$ cat src/rtl/jk_mod_counter_if.sv
// Command/status bundle for jk_mod_counter: master drives jk/up_dn/din,
// slave (the counter) returns q/qb/tc/wrap.
interface jk_mod_counter_if #(
    parameter int WIDTH = 4
);
    logic [1:0]       jk;
    logic             up_dn;
    logic [WIDTH-1:0] din;
    logic [WIDTH-1:0] q;
    logic [WIDTH-1:0] qb;
    logic             tc;
    logic             wrap;

    modport master (
        output jk, up_dn, din,
        input  q, qb, tc, wrap
    );

    modport slave (
        input  jk, up_dn, din,
        output q, qb, tc, wrap
    );
endinterface

$ cat src/rtl/jk_mod_counter.sv
// WIDTH-bit modulo-MODULUS counter driven by a 2-bit JK-style command.
// Define JK_MOD_COUNTER_SAT_EN to make counting saturate instead of wrap.
module jk_mod_counter #(
    parameter int WIDTH   = 4,
    parameter int MODULUS = 10
) (
    input  logic             clk,
    input  logic             rst,
    jk_mod_counter_if.slave  bus
);

    if (WIDTH < 1 || WIDTH > 16) begin : g_bad_width
        $error("jk_mod_counter: WIDTH=%0d outside 1..16", WIDTH);
    end
    if (MODULUS < 2 || MODULUS > (1 << WIDTH)) begin : g_bad_modulus
        $error("jk_mod_counter: MODULUS=%0d outside 2..2**WIDTH", MODULUS);
    end

    localparam logic [1:0] CMD_HOLD  = 2'b00;
    localparam logic [1:0] CMD_CLEAR = 2'b01;
    localparam logic [1:0] CMD_LOAD  = 2'b10;
    localparam logic [1:0] CMD_COUNT = 2'b11;

    localparam logic [WIDTH-1:0] MAX_Q = WIDTH'(MODULUS - 1);
    localparam logic [WIDTH-1:0] ONE   = WIDTH'(1);

    logic [WIDTH-1:0] q_q, q_d;
    logic [WIDTH-1:0] qb_q;
    logic             wrap_q, wrap_d;
    logic             at_end;

    // Wrap is decided by compare, so MODULUS == 2**WIDTH never relies on overflow.
    assign at_end = bus.up_dn ? (q_q == MAX_Q) : (q_q == '0);

    always_comb begin
        q_d    = q_q;
        wrap_d = 1'b0;
        case (bus.jk)
            CMD_HOLD:  q_d = q_q;
            CMD_CLEAR: q_d = '0;
            CMD_LOAD:  q_d = (bus.din > MAX_Q) ? MAX_Q : bus.din;
            CMD_COUNT: begin
                if (at_end) begin
`ifdef JK_MOD_COUNTER_SAT_EN
                    q_d = q_q;
`else
                    q_d    = bus.up_dn ? '0 : MAX_Q;
                    wrap_d = 1'b1;
`endif
                end else begin
                    q_d = bus.up_dn ? q_q + ONE : q_q - ONE;
                end
            end
            // NOTE: an X/Z command matches no item, so the next state goes X
            // in simulation rather than quietly holding.
            default: begin
                q_d    = 'x;
                wrap_d = 1'bx;
            end
        endcase
    end

    // NOTE: registered state uses non-blocking assignments only.
    always_ff @(posedge clk) begin
        if (rst) begin
            q_q    <= '0;
            qb_q   <= '1;
            wrap_q <= 1'b0;
        end else begin
            q_q    <= q_d;
            qb_q   <= ~q_d;
            wrap_q <= wrap_d;
        end
    end

    assign bus.q    = q_q;
    assign bus.qb   = qb_q;
    assign bus.wrap = wrap_q;
    assign bus.tc   = (bus.jk == CMD_COUNT) && at_end;

    a_qb_tracks_q: assert property (
        @(posedge clk) !$isunknown(bus.jk) |=> (qb_q == ~q_q)
    );

    a_wrap_only_at_end: assert property (
        @(posedge clk) !(!rst && bus.jk == CMD_COUNT && at_end) |=> !wrap_q
    );

endmodule
$ cat src/flat_wrapper.sv
// flat-port wrapper written by rule: the top's interface ports become plain ports
module jk_mod_counter_flat 
#(
    parameter int WIDTH   = 4,
    parameter int MODULUS = 10
)
  (clk, rst, bus_jk, bus_up_dn, bus_din, bus_q, bus_qb, bus_tc, bus_wrap);
  jk_mod_counter_if #(.WIDTH(WIDTH)) bus_i ();
  input  logic clk;
  input  logic rst;
  input wire logic [$bits(bus_i.jk)-1:0] bus_jk;
  input wire logic [$bits(bus_i.up_dn)-1:0] bus_up_dn;
  input wire logic [$bits(bus_i.din)-1:0] bus_din;
  output wire logic [$bits(bus_i.q)-1:0] bus_q;
  output wire logic [$bits(bus_i.qb)-1:0] bus_qb;
  output wire logic [$bits(bus_i.tc)-1:0] bus_tc;
  output wire logic [$bits(bus_i.wrap)-1:0] bus_wrap;
  assign bus_i.jk = bus_jk;
  assign bus_i.up_dn = bus_up_dn;
  assign bus_i.din = bus_din;
  assign bus_q = bus_i.q;
  assign bus_qb = bus_i.qb;
  assign bus_tc = bus_i.tc;
  assign bus_wrap = bus_i.wrap;
  jk_mod_counter #(.WIDTH(WIDTH), .MODULUS(MODULUS)) u_core (.clk(clk), .rst(rst), .bus(bus_i));
endmodule
$ cat config.mk
export PLATFORM = sky130hd
export DESIGN_NAME = jk_mod_counter_flat
export DESIGN_NICKNAME = d
export VERILOG_FILES = /design/src/rtl/jk_mod_counter_if.sv /design/src/rtl/jk_mod_counter.sv /design/src/flat_wrapper.sv
export SDC_FILE = /design/constraint.sdc
export NUM_CORES = 1
export LEC_CHECK = 0
export BUFFER_PORTS_ARGS = -buffer_cell sky130_fd_sc_hd__buf_2
export CAP_MARGIN = 20
export CORE_AREA = 2 2 39 41
export CTS_CLUSTER_DIAMETER = 200
export CTS_CLUSTER_SIZE = 20
export DETAILED_ROUTE_END_ITERATION = 7
export DIE_AREA = 0 0 41 43
export PLACE_DENSITY = 0.65
export SYNTH_ARGS = -nofsm -noshare
export SYNTH_HDL_FRONTEND = slang
export SYNTH_SLANG_ARGS = --single-unit
$ cat constraint.sdc
create_clock -name clk -period 2.6 [get_ports clk]
set_clock_uncertainty 0.1 [all_clocks]
set_input_delay 0.78 -clock clk [delete_from_list [all_inputs] [get_ports clk]]
set_output_delay 0.78 -clock clk [all_outputs]
set_load 0.02 [all_outputs]
==> results.ini, run 1 <==
[routing]
wl_per_cell_um = 12.18
dr.pass1.iters = 4
drc = 0
drtAntennaViolNets = 0
num_vias = 471
wl_um = 1157
vias_per_cell = 4.958
initialDrtViolationCount = 10

[placement]
gp_congestion = 0.7781
hpwl_um = 859.1
dp_slack_ns = 0.01969
io_buffers = 18
place_inst = 90

[global_routing]
antenna_found_initial = 0
grtUsageTotal_pct = 15.35
use_met1_pct = 20.33
grt.busiest_layer = met2
grt_pass1_vias = 422
grt_util_met2_pct = 21.56
grt_max_degree = 12
gr-total-overflow = 0
gr-usage-met3_pct = 1.571
grt_pass1_wl_um = 1787

[power]
p_leak_nw = 0.3084
internal-power_mw = 0.2523
pwr-share-clk_pct = 29.4
p_sw_share_pct = 30.35
p_sw_mw = 0.1100
pwr-share-seq_pct = 43.0
cellPowerDensity_mw_per_mm2 = 541.2
pwr-share-comb_pct = 27.6
ir_worst_vdd_uv = 212.3

[die]
pin_count = 19
dieHeight_um = 43
coreArea_mm2 = 0.001384
start_util_pct = 37.52
rows = 14
die_w_um = 41
dieArea_mm2 = 0.001763

[sta]
min_period_ns = 2.579
fmax_ghz = 0.3877
setup_viol = 0
hold_viol_final = 0
finalCritPeriodShare_pct = 99.20
worst_pin_slew_ns = 0.3192
slew_headroom_pct = 78.65
finalWorstSetupSlack_ns = 0.02082
drv_slew = 0

[worst_hold_path]
hold_class = flop to flop

[finish]
drive_gt1_share_pct = 35.44
multi_input_area_um2 = 305.3
layout.nets = 92
final_cells = 95
num_antenna_cells = 0
mostFrequentLayoutCells = 17 x buf_2, 9 x dfxtp_1, 5 x inv_1, 4 x nand2_1
fillers = 144
mostFrequentLayoutCell = buf_2
synthToLayoutAreaGrowth_pct = 28.92
regArea_um2 = 180.2

[logic_synthesis]
synth_ff_type = dfxtp_1
synth_edf_count = 0
ys_seq_area_share_pct = 34.70
syn_inst = 56
ys_types = 33
netlist_area_um2 = 519.2
synth_nets = 68
yosysWarnings = 0
ys_seq_elements = 9
postSynth.asyncResetShare_pct = 0
syn_avg_cell_area_um2 = 9.272

[clock_tree]
cts.sinks = 9
clock_latency_ns = 0.26
cts-root-buf = clkbuf_4
cts.clk_slew.worst_paths_ns = 0.06
cts_tree = done
cts_buffer_depth = 2
htreeDepth = 1
numCtsBuffers = 3

[worst_setup_path]
cp_cell_sequence = buf_2, or3_4, a21oi_4, and3_4, buf_6
worstPathArrival_ns = 1.70
required_ns = 1.72
start_kind = primary input
cp-end-kind = primary output
crit_type = primary input to primary output
cp_slowest_stage_delay_ns = 0.34
cp_slowest_cell = or3_4
critPathMaxFanout = 2

[run]
max-cap-violations = 0

[outcome]
status = complete, no violations

## cell families after synthesis
logic type               count (synthesis)  synth area share, %
adder cells (fa/ha/maj)                  3                8.674
AND/OR/NAND/NOR                         16                18.31
buffers and inverters                    7                6.507
multiplexers                             1                1.928
XOR/XNOR                                 3                5.061
flip-flops                               9                34.70
AO/OA/AOI/OAI                           17                24.82
## worst max-delay path, delay by kind of cell
kind	cells	cell delay, ns
buffers and inverters	2	0.21
AO/OA/AOI/OAI	1	0.16
AND/OR/NAND/NOR	2	0.54
## path summary, 6_finish.rpt
kind	start	to	slack, ns	cells after the start
max	bus_up_dn	bus_tc	0.02	5
min	flop	u_core.bus.qb[3]$_SDFF_PP1_	0.53	3
max reg2reg	flop	flop	0.86	5
min reg2reg	flop	u_core.bus.qb[3]$_SDFF_PP1_	0.53	3
## per-stage QoR
step	area, um^2	total power [mW]	hold slack, ns	util (%)	setup TNS [ns]
after floorplan	519.2	0.2228	0.5364	-	0
after global placement	629.4	0.2533	0.5027	45.48	0
after detailed placement	629.4	0.2543	0.5146	45.48	0
after CTS	655.6	0.3628	0.5318	47.38	0
after global routing	669.4	0.3842	0.6107	48.37	-0.003638
final	669.4	0.3623	0.5260	48.37	0
## cells in the mapped netlist, types with 2 or more instances
library cell | instances | area share, %
nand2_1 | 4 | 2.9
dfxtp_1 | 9 | 35
xnor2_1 | 2 | 3.4
ha_1 | 2 | 4.8
a21o_1 | 2 | 2.9
inv_1 | 5 | 3.6
o21ai_0 | 2 | 1.9
nor2b_1 | 2 | 2.4
nor2_1 | 2 | 1.4
a21oi_1 | 3 | 2.9
## routing by layer
layer / vias to the layer above / wire [um]
met3: 2 / 69
li1: 246 / -
met4: 0 / 20
met5: - / 0
met1: 209 / 543
met2: 14 / 525
## power by group through the flow
stage	clock [mW]	sequential, mW	combinational [mW]
after floorplan	0	0.170	0.0532
after global placement	0	0.158	0.0950
after detailed placement	0	0.159	0.0954
after CTS	0.110	0.156	0.0965
after global routing	0.116	0.157	0.111
final	0.107	0.156	0.100
## repair_timing
| item | CTS | global route |
|---|---|---|
| resized for setup | 0 | 2 |
| buffers inserted | 0 | 1 |
| endpoints found under the setup margin | 0 | 1 |
| hold buffers | 0 | 0 |
## cell type report
class / count / area share [%]
inverters: 5 / 2.804
repair buffers: 21 / 17.76
well taps: 16 / 2.991
clock buffers: 4 / 3.925
multi-input cells: 40 / 45.61
flip-flops and latches: 9 / 26.92
Power figures use the tool's default switching activity.
==> run 2: changes to the inputs <==
==> constraint.sdc (replaced) <==
create_clock -name clk -period 2.6 [get_ports clk]
set_clock_uncertainty 0.1 [all_clocks]
set_input_delay 0.78 -clock clk [delete_from_list [all_inputs] [get_ports clk]]
set_output_delay 0.78 -clock clk [all_outputs]
set_load 0.01 [all_outputs]
==> run 2 against run 1 <==
Against the previous run:
- combinational power is 10% lower
- cell count is 1.1% lower
- sequential power hardly changed
- clock power hardly changed
- die area stayed put
- critical path type unchanged
==> results.ini, run 2 (same netlist as run 1, synthesis figures left out) <==
[outcome]
status = complete, no violations

[sta]
grt_setup_unrepaired = false
finalWorstSetupSlack_ns = 0.02508  ; +0.004260 ns
drv_slew = 0  ; unchanged
finalCritPeriodShare_pct = 99.04  ; -0.16 points
fmax_ghz = 0.3884  ; +0.17%
hold_viol_final = 0  ; unchanged
tns_ns = 0  ; unchanged
min_period_ns = 2.575  ; -0.004260 ns
setup_viol = 0  ; unchanged
slew_headroom_pct = 79.23  ; +0.57 points
worst_pin_slew_ns = 0.3106  ; -0.008565 ns

[placement]
dp_slack_ns = 0.01585  ; -0.003841 ns
gp_congestion = 0.7388  ; -5.1%
io_buffers = 18  ; unchanged
hpwl_um = 847.2  ; -1.4%

[finish]
drive_gt1_share_pct = 34.62  ; -0.83 points
multi_input_area_um2 = 305.3  ; unchanged
layout.nets = 91  ; -1.1%
num_antenna_cells = 0  ; unchanged
mostFrequentLayoutCells = 16 x buf_2, 9 x dfxtp_1, 5 x inv_1, 4 x nand2_1
regArea_um2 = 180.2  ; unchanged
synthToLayoutAreaGrowth_pct = 28.67
mostFrequentLayoutCell = buf_2
fillers = 150  ; +4.2%

[global_routing]
grt_pass1_wl_um = 1621  ; -9.3%
grt_pass1_vias = 388  ; -8.1%
antenna_found_initial = 0  ; unchanged
grtUsageTotal_pct = 13.72  ; -1.6 points
gr-total-overflow = 0  ; unchanged
grt_max_degree = 12  ; unchanged

[clock_tree]
numCtsBuffers = 3  ; unchanged
cts.sinks = 9  ; unchanged
cts-root-buf = clkbuf_4
clock_latency_ns = 0.26  ; about the same
cts_buffer_depth = 2  ; unchanged
cts_hold_buf = 0  ; unchanged
cts.clk_slew.worst_paths_ns = 0.06  ; about the same
cts_tree = done
htreeDepth = 1  ; unchanged

[worst_setup_path]
required_ns = 1.72  ; about the same
cp_slowest_cell = or3_4
crit_path_frequent_cell = buf_6
rrSetupSlack_ns = 0.88  ; +0.02 ns
critPathMaxFanout = 3  ; +1
cp_cell_sequence = buf_6, or3_4, a21oi_4, and3_4, buf_6
start_kind = primary input
crit_type = primary input to primary output
cp-end-kind = primary output
worstPathArrival_ns = 1.69  ; about the same
cp_slowest_stage_delay_ns = 0.34  ; about the same
reg2reg_depth = 4  ; -1

[worst_hold_path]
hold_end = u_core.bus.qb[3]$_SDFF_PP1_
hold_class = flop to flop
hold_path_depth = 3  ; unchanged

[die]
dieArea_mm2 = 0.001763  ; unchanged
rows = 14  ; unchanged
dieHeight_um = 43  ; unchanged
coreArea_mm2 = 0.001384  ; unchanged
pin_count = 19  ; unchanged
start_util_pct = 37.52  ; unchanged
die_w_um = 41  ; unchanged

[power]
cellPowerDensity_mw_per_mm2 = 529.0  ; -2.3%
ir_worst_vdd_uv = 234.8  ; +11%
p_leak_nw = 0.3054  ; -0.97%

[routing]
num_vias = 479  ; +1.7%
wl_per_cell_um = 11.59  ; -4.9%
initialDrtViolationCount = 5  ; -5
drtAntennaViolNets = 0  ; unchanged
dr.pass1.iters = 4  ; unchanged
wl_um = 1089  ; -5.9%
vias_per_cell = 5.096  ; +2.8%
drc = 0  ; unchanged

[run]
max-cap-violations = 0  ; unchanged

[run 2: cell count changes in the layout (fill, tap and decap cells not counted), sizes merged]
| cell | delta |
|---|---|
| buf | -1 |
[run 2: final cells by class]
class	count	area share, %
multi-input cells	40	45.69
flip-flops and latches	9	26.97
repair buffers	20	17.60
well taps	16	2.996
clock buffers	4	3.933
inverters	5	2.809
[run 2: where the power goes]
group,internal (mW),switching [mW]
registers,0.148,0.00770
clock network,0.0591,0.0493
logic,0.0441,0.0456
[run 2: timing repair]
item | CTS | global route
setup buffers | 0 | 1
resized for setup | 0 | 2
setup endpoints to repair | 0 | 1
[run 2: metal layers]
layer / global-route usage [%] / routed length [um]
met4: 10.00 / 27
met5: 0 / 0
met1: 17.97 / 503
met2: 19.69 / 502
met3: 1.571 / 56
[run 2: worst max-delay path by stage]
stage / startpoint / end / slack (ns) / cells after the start
after floorplan: bus_up_dn / bus_tc / 0.26 / 3
after global placement: bus_up_dn / bus_tc / 0.03 / 5
after detailed placement: bus_up_dn / bus_tc / 0.02 / 5
after CTS: bus_up_dn / bus_tc / 0.01 / 5
after global routing: bus_up_dn / bus_tc / 0.008 / 5
final: bus_up_dn / bus_tc / 0.03 / 5
[run 2: critical path: cells and delay by family]
kind            cells  cell delay, ns
simple gates        2            0.54
buf+inv             2            0.19
compound gates      1            0.18
[run 2: through the flow]
stage	cells	instance area [um^2]	util (%)	total power, mW	hold slack (ns)
6_report	94	668.1	48.28	0.3534	0.5219
5_1_grt	94	668.1	48.28	0.3722	0.5801
4_1_cts	93	648.1	46.84	0.3520	0.5299
3_5_place_dp	89	621.8	44.94	0.2437	0.5151
3_3_place_gp	89	621.8	44.94	0.2427	0.5035
2_1_floorplan	56	519.2	-	0.2150	0.4909
==> run 3: changes to the inputs <==
--- a/config.mk
+++ b/config.mk
@@ -8,10 +8,12 @@
 export BUFFER_PORTS_ARGS = -buffer_cell sky130_fd_sc_hd__buf_2
 export CAP_MARGIN = 20
 export CORE_AREA = 2 2 39 41
+export CTS_BUF_LIST = sky130_fd_sc_hd__clkbuf_8
 export CTS_CLUSTER_DIAMETER = 200
 export CTS_CLUSTER_SIZE = 20
 export DETAILED_ROUTE_END_ITERATION = 7
 export DIE_AREA = 0 0 41 43
+export HOLD_SLACK_MARGIN = 0.08
 export PLACE_DENSITY = 0.65
 export SYNTH_ARGS = -nofsm -noshare
 export SYNTH_HDL_FRONTEND = slang
==> run 3 against run 2 <==
Against the previous run:
- core utilization increased by 1.4 points
- clock power is 45% higher
- sequential share of layout area down 0.74 points
- cell count unchanged
- first-iteration DRC count grew to 2.8 times the previous value
- combinational power barely moved
- count of clock-buffer cells in the layout decreased by 1
- maximum frequency increased by 0.34%
- global-route usage increased by 0.61 points
- critical endpoint unchanged
- largest cell class unchanged
- largest power group is now the clock network
==> results.ini, run 3 (same netlist as run 1, synthesis figures left out) <==
[outcome]
status = complete, no violations

[power]
internal-power_mw = 0.2952  ; +18%
p_sw_share_pct = 26.61  ; -2.4 points
pwr-share-seq_pct = 38.7  ; -5.2 points
p_sw_mw = 0.1070  ; +4.3%
ir_worst_vdd_uv = 217.4  ; -7.4%
p_leak_nw = 0.3173  ; +3.9%
pwr-share-clk_pct = 39.0  ; +8.3 points
cellPowerDensity_mw_per_mm2 = 585.5  ; +11%
pwr-share-comb_pct = 22.3  ; -3.1 points

[finish]
num_antenna_cells = 0  ; unchanged
drive_gt1_share_pct = 34.62  ; unchanged
mostFrequentLayoutCells = 16 x buf_2, 9 x dfxtp_1, 6 x inv_1, 4 x nand2_1
fin_util_pct = 49.64  ; +1.4 points
mostFrequentLayoutCell = buf_2
final_area_um2 = 686.9  ; +2.8%
fillers = 149  ; -0.67%
layout.nets = 91  ; unchanged
synthToLayoutAreaGrowth_pct = 32.29

[worst_setup_path]
start_kind = primary input
crit_type = primary input to primary output
worstPathArrival_ns = 1.69  ; about the same
rrSetupSlack_ns = 0.86  ; -0.02 ns
cp-end-kind = primary output
critPathMaxFanout = 3  ; unchanged
startpoint = bus_up_dn
required_ns = 1.72  ; about the same

[global_routing]
use_met1_pct = 18.63  ; +0.65 points
gr-total-overflow = 0  ; unchanged
grt_util_met2_pct = 20.00  ; +0.31 points
gr-usage-met3_pct = 3.141  ; +1.6 points
grt.busiest_layer = met2
grt_pass1_vias = 386  ; -0.52%
grtUsageTotal_pct = 14.33  ; +0.61 points
antenna_found_initial = 0  ; unchanged
grt_pass1_wl_um = 1669  ; +3.0%
grt_max_degree = 12  ; unchanged

[routing]
num_vias = 478  ; -0.21%
dr.pass1.iters = 4  ; unchanged
drtAntennaViolNets = 0  ; unchanged
wl_um = 1082  ; -0.64%
wl_per_cell_um = 11.51  ; -0.64%
drc = 0  ; unchanged
initialDrtViolationCount = 14  ; +9
vias_per_cell = 5.085  ; -0.21%

[die]
start_util_pct = 37.52  ; unchanged
dieArea_mm2 = 0.001763  ; unchanged
coreArea_mm2 = 0.001384  ; unchanged
die_w_um = 41  ; unchanged
rows = 14  ; unchanged
pin_count = 19  ; unchanged
dieHeight_um = 43  ; unchanged

[sta]
min_period_ns = 2.566  ; -0.008663 ns
tns_ns = 0  ; unchanged
drv_slew = 0  ; unchanged
fmax_ghz = 0.3897  ; +0.34%
worst_pin_slew_ns = 0.3355  ; +0.02488 ns
setup_viol = 0  ; unchanged
hold-worst-slack_ns = 0.5180  ; -0.003882 ns
slew_headroom_pct = 77.56  ; -1.7 points
hold_viol_final = 0  ; unchanged
finalCritPeriodShare_pct = 98.70  ; -0.33 points
grt_setup_unrepaired = false

[worst_hold_path]
hold_class = flop to flop

[clock_tree]
numCtsBuffers = 3  ; unchanged
cts_buffer_depth = 2  ; unchanged
cts.clk_slew.worst_paths_ns = 0.04  ; -0.02 ns
cts-root-buf = clkbuf_8
cts_tree = done
htreeDepth = 1  ; unchanged
clock_latency_ns = 0.23  ; -0.03 ns
cts.sinks = 9  ; unchanged

[run]
max-cap-violations = 0  ; unchanged

[placement]
hpwl_um = 847.2  ; unchanged
placedInstanceArea_um2 = 621.8  ; unchanged
io_buffers = 18  ; unchanged
gp_congestion = 0.7388  ; unchanged

[run 3: cell types whose count changed in the layout (fill, tap and decap cells not counted), sizes merged]
cell    delta
clkbuf     -1
inv        +1
[run 3: worst max-delay path: stages]
cell and delay (ns):
buf_6 0.09, or3_4 0.34, a21oi_4 0.18, and3_4 0.20
buf_6 0.10
[run 3: through the flow]
stage | power [mW] | cells | setup slack (ns)
after floorplan | 0.2150 | 56 | 0.2617
after global placement | 0.2427 | 89 | 0.02938
after detailed placement | 0.2437 | 89 | 0.01585
after CTS | 0.4025 | 93 | 0.01460
after global routing | 0.4237 | 94 | 0.01265
final | 0.4022 | 94 | 0.03374
[run 3: path summary, 6_finish.rpt]
check / cells past startpoint / to
worst max-delay path: 5 / bus_tc
worst min-delay path: 3 / u_core.bus.qb[3]$_SDFF_PP1_
worst max register to register: 4 / flop
worst min register to register: 3 / u_core.bus.qb[3]$_SDFF_PP1_
[run 3: power by group through the flow]
stage	Sequential (mW)	Combinational (mW)	Clock, mW
4_1_cts	0.156	0.0859	0.161
6_report	0.156	0.0898	0.157
2_1_floorplan	0.162	0.0527	0
3_3_place_gp	0.158	0.0842	0
3_5_place_dp	0.159	0.0850	0
5_1_grt	0.157	0.0991	0.167
[run 3: final cells by class]
| type | count | area [um^2] | area share (%) |
|---|---|---|---|
| Tap cell | 16 | 20.02 | 2.914 |
| Clock buffer | 3 | 41.29 | 6.011 |
| Sequential cell | 9 | 180.2 | 26.23 |
| Multi-Input combinational cell | 40 | 305.3 | 44.44 |
| Inverter | 5 | 18.77 | 2.732 |
| Timing Repair Buffer | 20 | 117.6 | 17.12 |
| Clock inverter | 1 | 3.754 | 0.5464 |
[run 3: timing repair]
action,4_1_cts,5_1_grt
endpoints found under the setup margin,0,1
hold buffers,0,0
buffers inserted,0,1
gates resized for setup,0,2
[run 3: per-layer routing]
layer,routed length [um],up-vias
li1,-,244
met1,484,216
met2,517,16
met3,60,2
met4,20,0
met5,0,-
